[src/rtl/coin_change_dispenser_if.sv]
// ============================================================================
//  Module      : coin_change_dispenser_if
//  Description : Refund-request and coin-ejection handshake bundle.
//  Revision    : 1.0  initial release
// ============================================================================
`default_nettype none

interface coin_change_dispenser_if #(
    parameter int AMT_W = 4
) ();
    logic             req_valid;
    logic [AMT_W-1:0] req_amt;
    logic             req_ready;
    logic [1:0]       coin;
    logic             coin_valid;
    logic             coin_ack;

    modport master (
        output req_valid, req_amt, coin_ack,
        input  req_ready, coin, coin_valid
    );

    modport slave (
        input  req_valid, req_amt, coin_ack,
        output req_ready, coin, coin_valid
    );
endinterface

`default_nettype wire

[src/rtl/coin_change_dispenser.sv]
// ============================================================================
//  Module      : coin_change_dispenser
//  Description : Greedy one-coin-at-a-time change payout with ack timeout.
//  Revision    : 1.0  initial release
// ============================================================================
`default_nettype none

module coin_change_dispenser #(
    parameter int AMT_W    = 4,
    parameter int COIN_GAP = 2,
    parameter int TIMEOUT  = 15
) (
    input  logic                   clk,
    input  logic                   rst,
    coin_change_dispenser_if.slave bus,
    output logic                   busy,
    output logic                   done,
    output logic                   err,
    output logic [AMT_W-1:0]       remaining
);

    localparam int TMR_W    = $clog2(TIMEOUT + 1);
    localparam int GAP_W    = (COIN_GAP > 1) ? $clog2(COIN_GAP) : 1;
    localparam int GAP_LAST = (COIN_GAP > 0) ? COIN_GAP - 1 : 0;

    typedef enum logic [2:0] {
        S_IDLE   = 3'd0,
        S_SELECT = 3'd1,
        S_DRIVE  = 3'd2,
        S_GAP    = 3'd3,
        S_DONE   = 3'd4,
        S_ERR    = 3'd5
    } state_t;

    state_t             state_q, state_d;
    logic [AMT_W-1:0]   rem_q,   rem_d;
    logic [1:0]         sel_q,   sel_d;
    logic [TMR_W-1:0]   tmr_q,   tmr_d;
    logic [GAP_W-1:0]   gap_q,   gap_d;
    logic               err_q,   err_d;

    logic [AMT_W-1:0]   sel_val;
    logic [AMT_W-1:0]   rem_after;
    logic [TMR_W-1:0]   tmr_inc;

    always_comb begin
        case (sel_q)
            2'b11:   sel_val = AMT_W'(5);
            2'b10:   sel_val = AMT_W'(2);
            default: sel_val = AMT_W'(1);
        endcase
        // Greedy selection guarantees sel_val <= rem_q, so no underflow here.
        rem_after = rem_q - sel_val;
        tmr_inc   = tmr_q + TMR_W'(1);
    end

    always_comb begin
        state_d = state_q;
        rem_d   = rem_q;
        sel_d   = sel_q;
        tmr_d   = tmr_q;
        gap_d   = gap_q;
        err_d   = err_q;

        case (state_q)
            S_IDLE: begin
                if (bus.req_valid) begin
                    rem_d   = bus.req_amt;
                    err_d   = 1'b0;
                    state_d = (bus.req_amt == '0) ? S_DONE : S_SELECT;
                end
            end
            S_SELECT: begin
                if (rem_q >= AMT_W'(5))      sel_d = 2'b11;
                else if (rem_q >= AMT_W'(2)) sel_d = 2'b10;
                else                         sel_d = 2'b01;
                tmr_d   = '0;
                state_d = S_DRIVE;
            end
            S_DRIVE: begin
                // An ack on the timeout edge takes priority over the abort.
                if (bus.coin_ack) begin
                    rem_d = rem_after;
                    if (rem_after == '0) begin
                        state_d = S_DONE;
                    end else if (COIN_GAP == 0) begin
                        state_d = S_SELECT;
                    end else begin
                        gap_d   = '0;
                        state_d = S_GAP;
                    end
                end else if (tmr_inc == TMR_W'(TIMEOUT)) begin
                    err_d   = 1'b1;
                    state_d = S_ERR;
                end else begin
                    tmr_d = tmr_inc;
                end
            end
            S_GAP: begin
                if (gap_q == GAP_W'(GAP_LAST)) state_d = S_SELECT;
                else                           gap_d   = gap_q + GAP_W'(1);
            end
            S_DONE:  state_d = S_IDLE;
            S_ERR:   state_d = S_IDLE;
            default: state_d = S_IDLE;
        endcase
    end

    always_ff @(posedge clk or posedge rst) begin
        if (rst) begin
            state_q <= S_IDLE;
            rem_q   <= '0;
            sel_q   <= 2'b01;
            tmr_q   <= '0;
            gap_q   <= '0;
            err_q   <= 1'b0;
        end else begin
            state_q <= state_d;
            rem_q   <= rem_d;
            sel_q   <= sel_d;
            tmr_q   <= tmr_d;
            gap_q   <= gap_d;
            err_q   <= err_d;
        end
    end

    assign bus.req_ready  = (state_q == S_IDLE);
    assign bus.coin_valid = (state_q == S_DRIVE);
    assign bus.coin       = (state_q == S_DRIVE) ? sel_q : 2'b00;
    assign busy           = (state_q != S_IDLE);
    assign done           = (state_q == S_DONE);
    assign err            = err_q;
    assign remaining      = rem_q;

endmodule

`default_nettype wire

[src/flat_wrapper.sv]
// flat-port wrapper written by rule: the top's interface ports become plain ports
module coin_change_dispenser_flat 
#(
    parameter int AMT_W    = 4,
    parameter int COIN_GAP = 2,
    parameter int TIMEOUT  = 15
)
  (clk, rst, busy, done, err, remaining, bus_req_valid, bus_req_amt, bus_coin_ack, bus_req_ready, bus_coin, bus_coin_valid);
  coin_change_dispenser_if #(.AMT_W(AMT_W)) bus_i ();
  input  logic clk;
  input  logic rst;
  output logic busy;
  output logic done;
  output logic err;
  output logic [AMT_W-1:0] remaining;
  input wire logic [$bits(bus_i.req_valid)-1:0] bus_req_valid;
  input wire logic [$bits(bus_i.req_amt)-1:0] bus_req_amt;
  input wire logic [$bits(bus_i.coin_ack)-1:0] bus_coin_ack;
  output wire logic [$bits(bus_i.req_ready)-1:0] bus_req_ready;
  output wire logic [$bits(bus_i.coin)-1:0] bus_coin;
  output wire logic [$bits(bus_i.coin_valid)-1:0] bus_coin_valid;
  assign bus_i.req_valid = bus_req_valid;
  assign bus_i.req_amt = bus_req_amt;
  assign bus_i.coin_ack = bus_coin_ack;
  assign bus_req_ready = bus_i.req_ready;
  assign bus_coin = bus_i.coin;
  assign bus_coin_valid = bus_i.coin_valid;
  coin_change_dispenser #(.AMT_W(AMT_W), .COIN_GAP(COIN_GAP), .TIMEOUT(TIMEOUT)) u_core (.clk(clk), .rst(rst), .bus(bus_i), .busy(busy), .done(done), .err(err), .remaining(remaining));
endmodule
[config.mk]
export PLATFORM = sky130hd
export DESIGN_NAME = coin_change_dispenser_flat
export DESIGN_NICKNAME = d
export VERILOG_FILES = /design/src/rtl/coin_change_dispenser_if.sv /design/src/rtl/coin_change_dispenser.sv /design/src/flat_wrapper.sv
export SDC_FILE = /design/constraint.sdc
export NUM_CORES = 1
export LEC_CHECK = 0
export CELL_PAD_IN_SITES_DETAIL_PLACEMENT = 0
export CELL_PAD_IN_SITES_GLOBAL_PLACEMENT = 2
export CORE_UTILIZATION = 33
export CTS_BUF_LIST = sky130_fd_sc_hd__clkbuf_16
export CTS_CLUSTER_DIAMETER = 120
export CTS_CLUSTER_SIZE = 8
export DETAILED_ROUTE_END_ITERATION = 7
export DONT_BUFFER_PORTS = 1
export PLACE_DENSITY_LB_ADDON = 0.15
export SYNTH_ARGS = -nofsm -noshare
export SYNTH_HDL_FRONTEND = slang
export SYNTH_SLANG_ARGS = --single-unit
[constraint.sdc]
create_clock -name clk -period 2.5 [get_ports clk]
set_input_delay 0.5 -clock clk [delete_from_list [all_inputs] [get_ports clk]]
set_output_delay 0.5 -clock clk [all_outputs]
set_load 0.02 [all_outputs]
==> impl_metrics.json, run 1 <==
{
  "status": "complete, no violations",
  "grt_first_pass_wirelength_um": 4050,
  "globalRouteOverflowTotal": 0,
  "fin_nets": 150,
  "cp.arrival_ns": 2.54,
  "worstPathRequired_ns": 2.63,
  "die_x_um": 58.8,
  "vias": 900,
  "synth_warnings": 0,
  "cts.clk_slew.worst_paths_ns": 0.05,
  "dominantRegCellSynth": "dfrtp_1",
  "syn_area_um2": 1060,
  "clkPwrFrac": 0.160,
  "port_buffers": 0,
  "path_buf_inv": 1,
  "yosys-top-cells-area": "dfrtp_1 (33%), nand2_1 (6.0%), ha_1 (5.9%), nor2_1 (3.9%), a21oi_1 (3.8%)",
  "seqPwrFrac": 0.251,
  "cap_violations": 0,
  "yosysMostFrequentCell": "nand2_1",
  "stdcell_count": 179,
  "p_int_mw": 1.08,
  "synth_edf_count": 0,
  "fin_skew_ns": 0.00350,
  "power.leakage_nw": 0.593,
  "cts-root-buf": "clkbuf_16",
  "power_per_cell_area_nw_per_um2": 1550,
  "post-place-cells": 174,
  "dieArea_um2": 3460,
  "ys_ff_latch": 15,
  "clk_latency_ns": 0.25,
  "start_util": 0.349,
  "antenna_cells": 0,
  "syn_inst": 124,
  "crit_path_end_kind": "flip-flop",
  "netSwitchingPower_mw": 0.898,
  "cts_sinks": 15,
  "grt_pass1_vias": 833,
  "dr.pass1.iters": 4,
  "finalCritPeriodShare": 0.964,
  "p_comb_frac": 0.589,
  "core-area_um2": 3050,
  "ir_drop_uv": 420,
  "finalSetupTns_ns": 0,
  "crit_chain": "nand2b_4 > ha_4 > inv_2 > fa_1 > or3b_4 > a211o_1 > nand2_2 > and4b_1 > nor3_1",
  "drc": 0,
  "drt_iter0_drc": 22,
  "slowest_stage": "dfstp_2",
  "holdWs_ns": 0.200,
  "max_clock_freq_ghz": 0.415,
  "ys_seq_area_frac": 0.354,
  "drt_wl_total_um": 2470,
  "finalSetupViolCount": 0,
  "slew_headroom": 0.608,
  "antenna_found_initial": 0,
  "clk_path_buf_depth": 2,
  "synth_common_cells": "nand2_1 (17), dfrtp_1 (14), nor2_1 (11)",
  "detail-route-antenna-nets": 0,
  "fillerInstances": 334,
  "grt.total_usage": 0.161,
  "avgSynthCellArea_um2": 8.59,
  "tightest_slew_ns": 0.587,
  "yosysUniqueCellTypes": 39,
  "avgRoutedWirePerCell_um": 13.8,
  "synth_top_area_frac": 0.329,
  "gp_congestion": 0.785,
  "max_stage_delay_ns": 0.53,
  "cp_top_family": "simple AND/OR/NAND/NOR gates",
  "maxSlewViolCount": 0,
  "min_period_ns": 2.41,
  "grt_max_degree": 16,
  "drive_gt1_frac": 0.185,
  "rows": 20,
  "sw_frac_of_total": 0.453,
  "vias_per_cell": 5.03,
  "async_reset_ff_frac": 1.00,
  "chipHeight_um": 58.8,
  "rsz0062_at_grt": "false",
  "cts_max_level": 1,
  "cp_max_fo": 3,
  "holdBufCountCts": 0,
  "cts_tree": "done",
  "hold_path_class": "input port to async pin",
  "io_pins": 19,
  "syn2layout_area_growth_pct": 20.4,
  "startpoint_type": "flip-flop",
  "synth_top_cell_by_area": "dfrtp_1",
  "synth_nets": 138,
  "hpwl_um": 1880,
  "crit_type": "flip-flop to flip-flop",
  "finalHoldViolCount": 0,
  "cts_buffers": 3,
  "p_total_mw": 1.98
}
-- cell families after synthesis --
family | Yosys count | share of synthesized area
xor+xnor | 2 | 0.0165
flops | 15 | 0.354
compound gates | 27 | 0.168
fa+ha+maj | 6 | 0.0776
simple gates | 60 | 0.291
buf+inv | 10 | 0.0505
mux | 4 | 0.0423
-- layout make-up --
type	count	area, um^2	area share
Multi-Input combinational cell	99	663	0.517
Sequential cell	15	377	0.294
Timing Repair Buffer	11	82.6	0.0644
Clock buffer	3	75.1	0.0585
Tap cell	44	55.1	0.0429
Inverter	6	22.5	0.0176
Clock inverter	1	7.51	0.00585
-- worst register-to-register path: stages (launching register included) --
cell and delay (ns):
dfstp_2 0.53, nand2b_4 0.13, ha_4 0.13, inv_2 0.03, fa_1 0.46, or3b_4 0.37, a211o_1 0.32, nand2_2 0.08
and4b_1 0.18, nor3_1 0.05
-- flip-flops by register name (all words and copies together), names as in the netlist --
register	count
u_core.state_q	3
u_core.gap_q	1
u_core.sel_q	2
u_core.remaining	4
u_core.tmr_q	4
u_core.err	1
-- what timing repair did --
action,in CTS,in global routing
pin swaps,1,4
gates resized for setup,0,7
endpoints found under the setup margin,1,3
setup buffers,0,1
endpoints found under the hold margin,0,0
-- cell usage in the layout (no fill, tap or decap), types with 2 or more instances in the layout --
cell type / count
a21oi_1: 7
and2_1: 3
and4b_1: 2
buf_4: 11
clkbuf_16: 3
dfrtp_1: 14
ha_1: 4
inv_1: 4
mux2i_1: 3
nand2_1: 16
nand3_1: 5
nand3b_1: 2
nand4_1: 3
nor2_1: 11
nor2b_1: 4
nor3_1: 6
o21ai_0: 8
o22a_1: 2
o22ai_1: 2
or3_1: 2
-- final timing paths --
check,startpoint,to,slack (ns),depth (start not counted)
hold / removal,rst,u_core.sel_q[1],0.20,1
hold reg to reg,u_core.gap_q,u_core.gap_q,0.53,1
setup / recovery,u_core.sel_q[0],u_core.state_q[0],0.09,9
max in group asynchronous,rst,u_core.remaining[0],1.91,1
setup reg to reg,u_core.sel_q[0],u_core.state_q[0],0.09,9
min in group clk,bus_coin_ack,u_core.state_q[1],0.44,2
-- per-layer routing --
metal	track usage	vias up	wire length, um
met5	0	-	0
met4	0.0510	0	27
met3	0.0462	4	52
met2	0.263	5	1230
met1	0.204	427	1160
li1	-	464	-
-- power by group through the flow --
stage	combinational, mW	sequential (mW)	clock [mW]
final	1.17	0.498	0.318
after global routing	1.30	0.516	0.340
after CTS	1.11	0.491	0.329
after detailed placement	1.10	0.496	0
after global placement	1.10	0.494	0
after floorplan	0.815	0.484	0
-- metrics by stage --
step                 util  setup WS [ns]  cell area (um^2)
floorplan               -         0.0197              1060
global placement    0.381         0.0567              1160
detailed placement  0.381        0.00654              1160
CTS                 0.408         0.0345              1250
global route        0.420        0.00220              1280
finish              0.420         0.0898              1280
Power figures use the tool's default switching activity.
==> run 2, diff against run 1 <==
--- a/config.mk
+++ b/config.mk
@@ -14,6 +14,7 @@
 export DETAILED_ROUTE_END_ITERATION = 7
 export DONT_BUFFER_PORTS = 1
 export PLACE_DENSITY_LB_ADDON = 0.15
+export REMOVE_ABC_BUFFERS = 1
 export SYNTH_ARGS = -nofsm -noshare
 export SYNTH_HDL_FRONTEND = slang
 export SYNTH_SLANG_ARGS = --single-unit
==> run 2 against run 1 <==
  * Global-route usage decreased by 0.30 points
  * Die area is the same
  * Wire length grew 1.5%
  * Clock power fell by 2%
  * Maximum frequency is 1.8% higher
  * Clock skew down 0.00092 ns
  * Combinational power about the same
  * Utilization shrank 0.53 points
  * Count of clock-buffer cells in the layout unchanged
  * Critical endpoint unchanged
  * Largest power group unchanged
  * Highest routed layer unchanged
==> impl_metrics.json, run 2 (synthesized netlist as in run 1, its figures left out) <==
{
  "power.leakage_nw": 0.595,
  "crit_path_end_kind": "flip-flop",
  "core-area_um2": 3050,
  "post_cts_buffers": 0,
  "path_depth": 9,
  "layout_commonest_cell": "nand2_1",
  "holdWs_ns": 0.209,
  "cts-root-buf": "clkbuf_16",
  "gp_congestion": 0.842,
  "min_period_ns": 2.37,
  "cp_max_fo": 3,
  "stdcell_count": 178,
  "post-place-cells": 174,
  "fin_util": 0.415,
  "finalCritPeriodShare": 0.947,
  "status": "complete, no violations",
  "clk_path_buf_depth": 2,
  "max_stage_delay_ns": 0.52,
  "startpoint_type": "flip-flop",
  "r2r_slack_ns": 0.13,
  "max_clock_freq_ghz": 0.422,
  "fin_skew_ns": 0.00258,
  "cts.clk_slew.worst_paths_ns": 0.05,
  "pre_cts_slack_ns": -0.0000862,
  "fin_nets": 149,
  "cap_violations": 0,
  "vias": 892,
  "vias_per_cell": 5.01,
  "setup_ws_ns": 0.132,
  "detail-route-antenna-nets": 0,
  "maxSlewViolCount": 0,
  "drt_iter0_drc": 46,
  "grt_first_pass_wirelength_um": 4050,
  "tightest_slew_ns": 0.600,
  "crit_chain": "nand2b_4 > ha_4 > inv_1 > fa_1 > or3b_4 > a211o_1 > nand2_1 > and4b_1 > nor3_1",
  "drt_wl_total_um": 2510,
  "port_buffers": 0,
  "cts_tree": "done",
  "slowest_stage": "dfstp_2",
  "syn2layout_area_growth_pct": 18.9,
  "cts_max_level": 1,
  "grt_pass1_vias": 826,
  "mostFrequentLayoutCells": "nand2_1 (17), dfrtp_1 (14), nor2_1 (11)",
  "holdBufCountCts": 0,
  "avgRoutedWirePerCell_um": 14.1,
  "crit_type": "flip-flop to flip-flop",
  "finalSetupViolCount": 0,
  "grt_max_degree": 16,
  "cp_top_family": "simple AND/OR/NAND/NOR gates",
  "globalRouteOverflowTotal": 0,
  "drc": 0,
  "io_pins": 19,
  "ir_drop_uv": 485,
  "antenna_cells": 0,
  "grt.total_usage": 0.158,
  "finalHoldViolCount": 0,
  "p_total_mw": 1.95,
  "clk_latency_ns": 0.24,
  "start_util": 0.349,
  "rsz0062_at_grt": "false",
  "path_buf_inv": 1,
  "hold_path_class": "input port to async pin",
  "power_per_cell_area_nw_per_um2": 1540,
  "rows": 20,
  "hpwl_um": 1880,
  "worstPathRequired_ns": 2.63,
  "dieArea_um2": 3460,
  "cp.arrival_ns": 2.50,
  "drive_gt1_frac": 0.157,
  "die_x_um": 58.8,
  "slew_headroom": 0.600,
  "chipHeight_um": 58.8,
  "cts_sinks": 15,
  "dr.pass1.iters": 4,
  "reg2reg_depth": 9,
  "cts_buffers": 3,
  "fillerInstances": 327,
  "antenna_found_initial": 0
}
run 2: cell type report:
| type | count | area (um^2) | share of cell area |
|---|---|---|---|
| clock buffer | 3 | 75.1 | 0.0593 |
| clock inverter | 1 | 5.00 | 0.00395 |
| inverter | 6 | 22.5 | 0.0178 |
| multi-input combinational | 99 | 657 | 0.519 |
| sequential | 15 | 377 | 0.297 |
| tap | 44 | 55.1 | 0.0435 |
| timing repair buffer | 10 | 75.1 | 0.0593 |
run 2: worst paths after layout:
path                                        to       startpoint
min in group clk             u_core.state_q[1]     bus_coin_ack
max reg2reg                  u_core.state_q[0]  u_core.sel_q[0]
max                          u_core.state_q[0]  u_core.sel_q[0]
min reg2reg                       u_core.gap_q     u_core.gap_q
min                            u_core.sel_q[1]              rst
max in group asynchronous  u_core.remaining[0]              rst
run 2: worst reg2reg max path, stage by stage (launching register included):
cell and delay (ns):
dfstp_2 0.52, nand2b_4 0.13, ha_4 0.12, inv_1 0.05
fa_1 0.47, or3b_4 0.37, a211o_1 0.26, nand2_1 0.08
and4b_1 0.19, nor3_1 0.05
run 2: metrics by stage:
stage | instance area [um^2] | TNS (ns)
after floorplan | 1030 | 0
after global placement | 1160 | 0
after detailed placement | 1160 | -0.0000862
after CTS | 1250 | 0
after global routing | 1270 | 0
final | 1270 | 0
run 2: repair_timing:
item                                    in CTS  in global routing
gates resized for setup                      2                  2
gates cloned                                 0                  0
pin swaps                                    1                  3
endpoints found under the hold margin        0                  0
endpoints found under the setup margin       2                  3
run 2: report_power, final:
| group | switching (mW) | internal (mW) | leakage, nW | total [mW] |
|---|---|---|---|---|
| Sequential | 0.148 | 0.351 | 0.188 | 0.499 |
| Clock | 0.0972 | 0.214 | 0.0409 | 0.311 |
| Combinational | 0.633 | 0.504 | 0.367 | 1.14 |
| Total | 0.878 | 1.07 | 0.595 | 1.95 |
run 2: metal layers:
metal | share of wire | global-route usage | up-vias
li1 | - | - | 457
met1 | 0.48 | 0.198 | 423
met3 | 0.024 | 0.0396 | 2
met2 | 0.49 | 0.274 | 10
met5 | 0 | 0 | -
met4 | 0.0068 | 0.0306 | 0
==> run 3, diff against run 2 <==
--- a/config.mk
+++ b/config.mk
@@ -7,7 +7,7 @@
 export LEC_CHECK = 0
 export CELL_PAD_IN_SITES_DETAIL_PLACEMENT = 0
 export CELL_PAD_IN_SITES_GLOBAL_PLACEMENT = 2
-export CORE_UTILIZATION = 33
+export CORE_UTILIZATION = 39
 export CTS_BUF_LIST = sky130_fd_sc_hd__clkbuf_16
 export CTS_CLUSTER_DIAMETER = 120
 export CTS_CLUSTER_SIZE = 8
@@ -15,6 +15,7 @@
 export DONT_BUFFER_PORTS = 1
 export PLACE_DENSITY_LB_ADDON = 0.15
 export REMOVE_ABC_BUFFERS = 1
+export SKIP_LAST_GASP = 1
 export SYNTH_ARGS = -nofsm -noshare
 export SYNTH_HDL_FRONTEND = slang
 export SYNTH_SLANG_ARGS = --single-unit
==> constraint.sdc (replaced) <==
create_clock -name clk -period 3 [get_ports clk]
set_input_delay 0.6 -clock clk [delete_from_list [all_inputs] [get_ports clk]]
set_output_delay 0.6 -clock clk [all_outputs]
set_load 0.02 [all_outputs]
==> run 3 against run 2 <==
  * Via count decreased by 2.9%
  * Register-to-register slack improved by 0.24 ns
  * Cell count decreased by 13%
  * Critical path depth unchanged
  * Non-clock buffer count decreased by 9
  * Utilization increased by 4.5 points
  * Maximum frequency decreased by 10%
  * First-iteration DRC count decreased by 15%
  * Global-route usage increased by 2.2 points
  * Critical path type unchanged
  * Critical endpoint unchanged
  * Largest power group unchanged
  * Highest routed layer is now met3
==> impl_metrics.json, run 3 (synthesized netlist as in run 1, its figures left out) <==
{
  "status": "complete, no violations",
  "cts_max_level": 1,
  "p_comb_frac": 0.511,
  "hpwl_um": 1740,
  "die_x_um": 54.3,
  "finalSetupViolCount": 0,
  "clkPwrFrac": 0.176,
  "vias_per_cell": 5.59,
  "clk_path_buf_depth": 2,
  "fin_area_um2": 1160,
  "antenna_cells": 0,
  "grt_first_pass_wirelength_um": 3720,
  "grt_max_degree": 16,
  "io_pins": 19,
  "gp_congestion": 0.841,
  "cts_tree": "done",
  "drive_gt1_frac": 0.0800,
  "startpoint_type": "flip-flop",
  "holdBufCountCts": 0,
  "layout_commonest_cell": "nand2_1",
  "slew_headroom": 0.599,
  "grt.total_usage": 0.180,
  "rsz0062_at_grt": "false",
  "crit_chain": "nand2b_1 > ha_1 > inv_1 > fa_1 > or3b_2 > a211o_1 > nand2_1 > and4b_1 > nor3_1",
  "fillerInstances": 240,
  "min_period_ns": 2.63,
  "globalRouteOverflowTotal": 0,
  "drt_wl_total_um": 2310,
  "p_int_mw": 0.780,
  "fin_nets": 140,
  "cts.clk_slew.worst_paths_ns": 0.05,
  "netSwitchingPower_mw": 0.706,
  "syn2layout_area_growth_pct": 8.81,
  "crit_type": "flip-flop to flip-flop",
  "fin_util": 0.459,
  "finalSetupTns_ns": 0,
  "crit_path_end_kind": "flip-flop",
  "drt_iter0_drc": 39,
  "max_stage_delay_ns": 0.55,
  "post_cts_buffers": 0,
  "finalHoldViolCount": 0,
  "max_clock_freq_ghz": 0.380,
  "finalCritPeriodShare": 0.877,
  "drc": 0,
  "cts_sinks": 15,
  "power.leakage_nw": 0.543,
  "port_buffers": 0,
  "cap_violations": 0,
  "ir_drop_uv": 544,
  "tightest_slew_ns": 0.601,
  "cts_buffers": 3,
  "dr.pass1.iters": 4,
  "hold_path_class": "input port to async pin",
  "cp.arrival_ns": 2.76,
  "mostFrequentLayoutCells": "nand2_1 (17), dfrtp_1 (14), nor2_1 (11)",
  "rows": 18,
  "fin_skew_ns": 0.00371,
  "slowest_stage": "dfstp_2",
  "detail-route-antenna-nets": 0,
  "holdWs_ns": 0.309,
  "start_util": 0.422,
  "clk_latency_ns": 0.24,
  "power_per_cell_area_nw_per_um2": 1280,
  "sw_frac_of_total": 0.475,
  "worstPathRequired_ns": 3.13,
  "vias": 866,
  "cp_max_fo": 4,
  "dpl_cell_area_um2": 1080,
  "grt_pass1_vias": 810,
  "cts-root-buf": "clkbuf_16",
  "chipHeight_um": 54.3,
  "core-area_um2": 2520,
  "avgRoutedWirePerCell_um": 14.9,
  "dieArea_um2": 2940,
  "seqPwrFrac": 0.312,
  "maxSlewViolCount": 0,
  "antenna_found_initial": 0,
  "cts_resized": 0
}
-- run 3: metal layers --
layer / vias up / wire length [um] / global-route usage
met5: - / 0 / 0
met4: 0 / 0 / 0.0385
met3: 0 / 41 / 0.0417
met2: 8 / 1100 / 0.287
met1: 414 / 1170 / 0.246
li1: 444 / - / -
-- run 3: area by class of cell --
class                           instances  area [um^2]  share of cell area
Clock buffer                            3         75.1              0.0648
Clock inverter                          1         5.00             0.00432
Inverter                                6         22.5              0.0194
Multi-Input combinational cell         99          634               0.548
Sequential cell                        15          377               0.325
Tap cell                               30         37.5              0.0324
Timing Repair Buffer                    1         7.51             0.00648
-- run 3: power groups by stage --
stage,registers [mW],clock network (mW),logic [mW]
after global placement,0.463,0,0.749
after global routing,0.479,0.281,0.853
after floorplan,0.424,0,0.616
after detailed placement,0.467,0,0.753
final,0.464,0.262,0.760
after CTS,0.463,0.267,0.758
-- run 3: stage by stage --
step	power (mW)	std cells	setup slack, ns
global placement	1.21	151	0.442
finish	1.49	155	0.368
global route	1.61	155	0.244
detailed placement	1.22	151	0.383
CTS	1.49	155	0.373
floorplan	1.04	120	0.520
-- run 3: worst paths after layout --
check                                 from                  end  slack [ns]  cells past startpoint
max in group asynchronous              rst    u_core.state_q[2]        2.30                      1
hold / removal                         rst  u_core.remaining[2]        0.31                      1
setup reg to reg           u_core.sel_q[0]    u_core.state_q[0]        0.37                      9
setup / recovery           u_core.sel_q[0]    u_core.state_q[0]        0.37                      9
hold reg to reg            u_core.sel_q[0]      u_core.sel_q[0]        0.50                      2
min in group clk           u_core.sel_q[0]      u_core.sel_q[0]        0.50                      2
-- run 3: worst max-delay path: cells and delay by family (launching register included) --
kind	cells	cell delay, ns
simple gates	5	0.96
fa+ha+maj	2	0.65
flops	1	0.55
compound gates	1	0.31
buf+inv	1	0.05
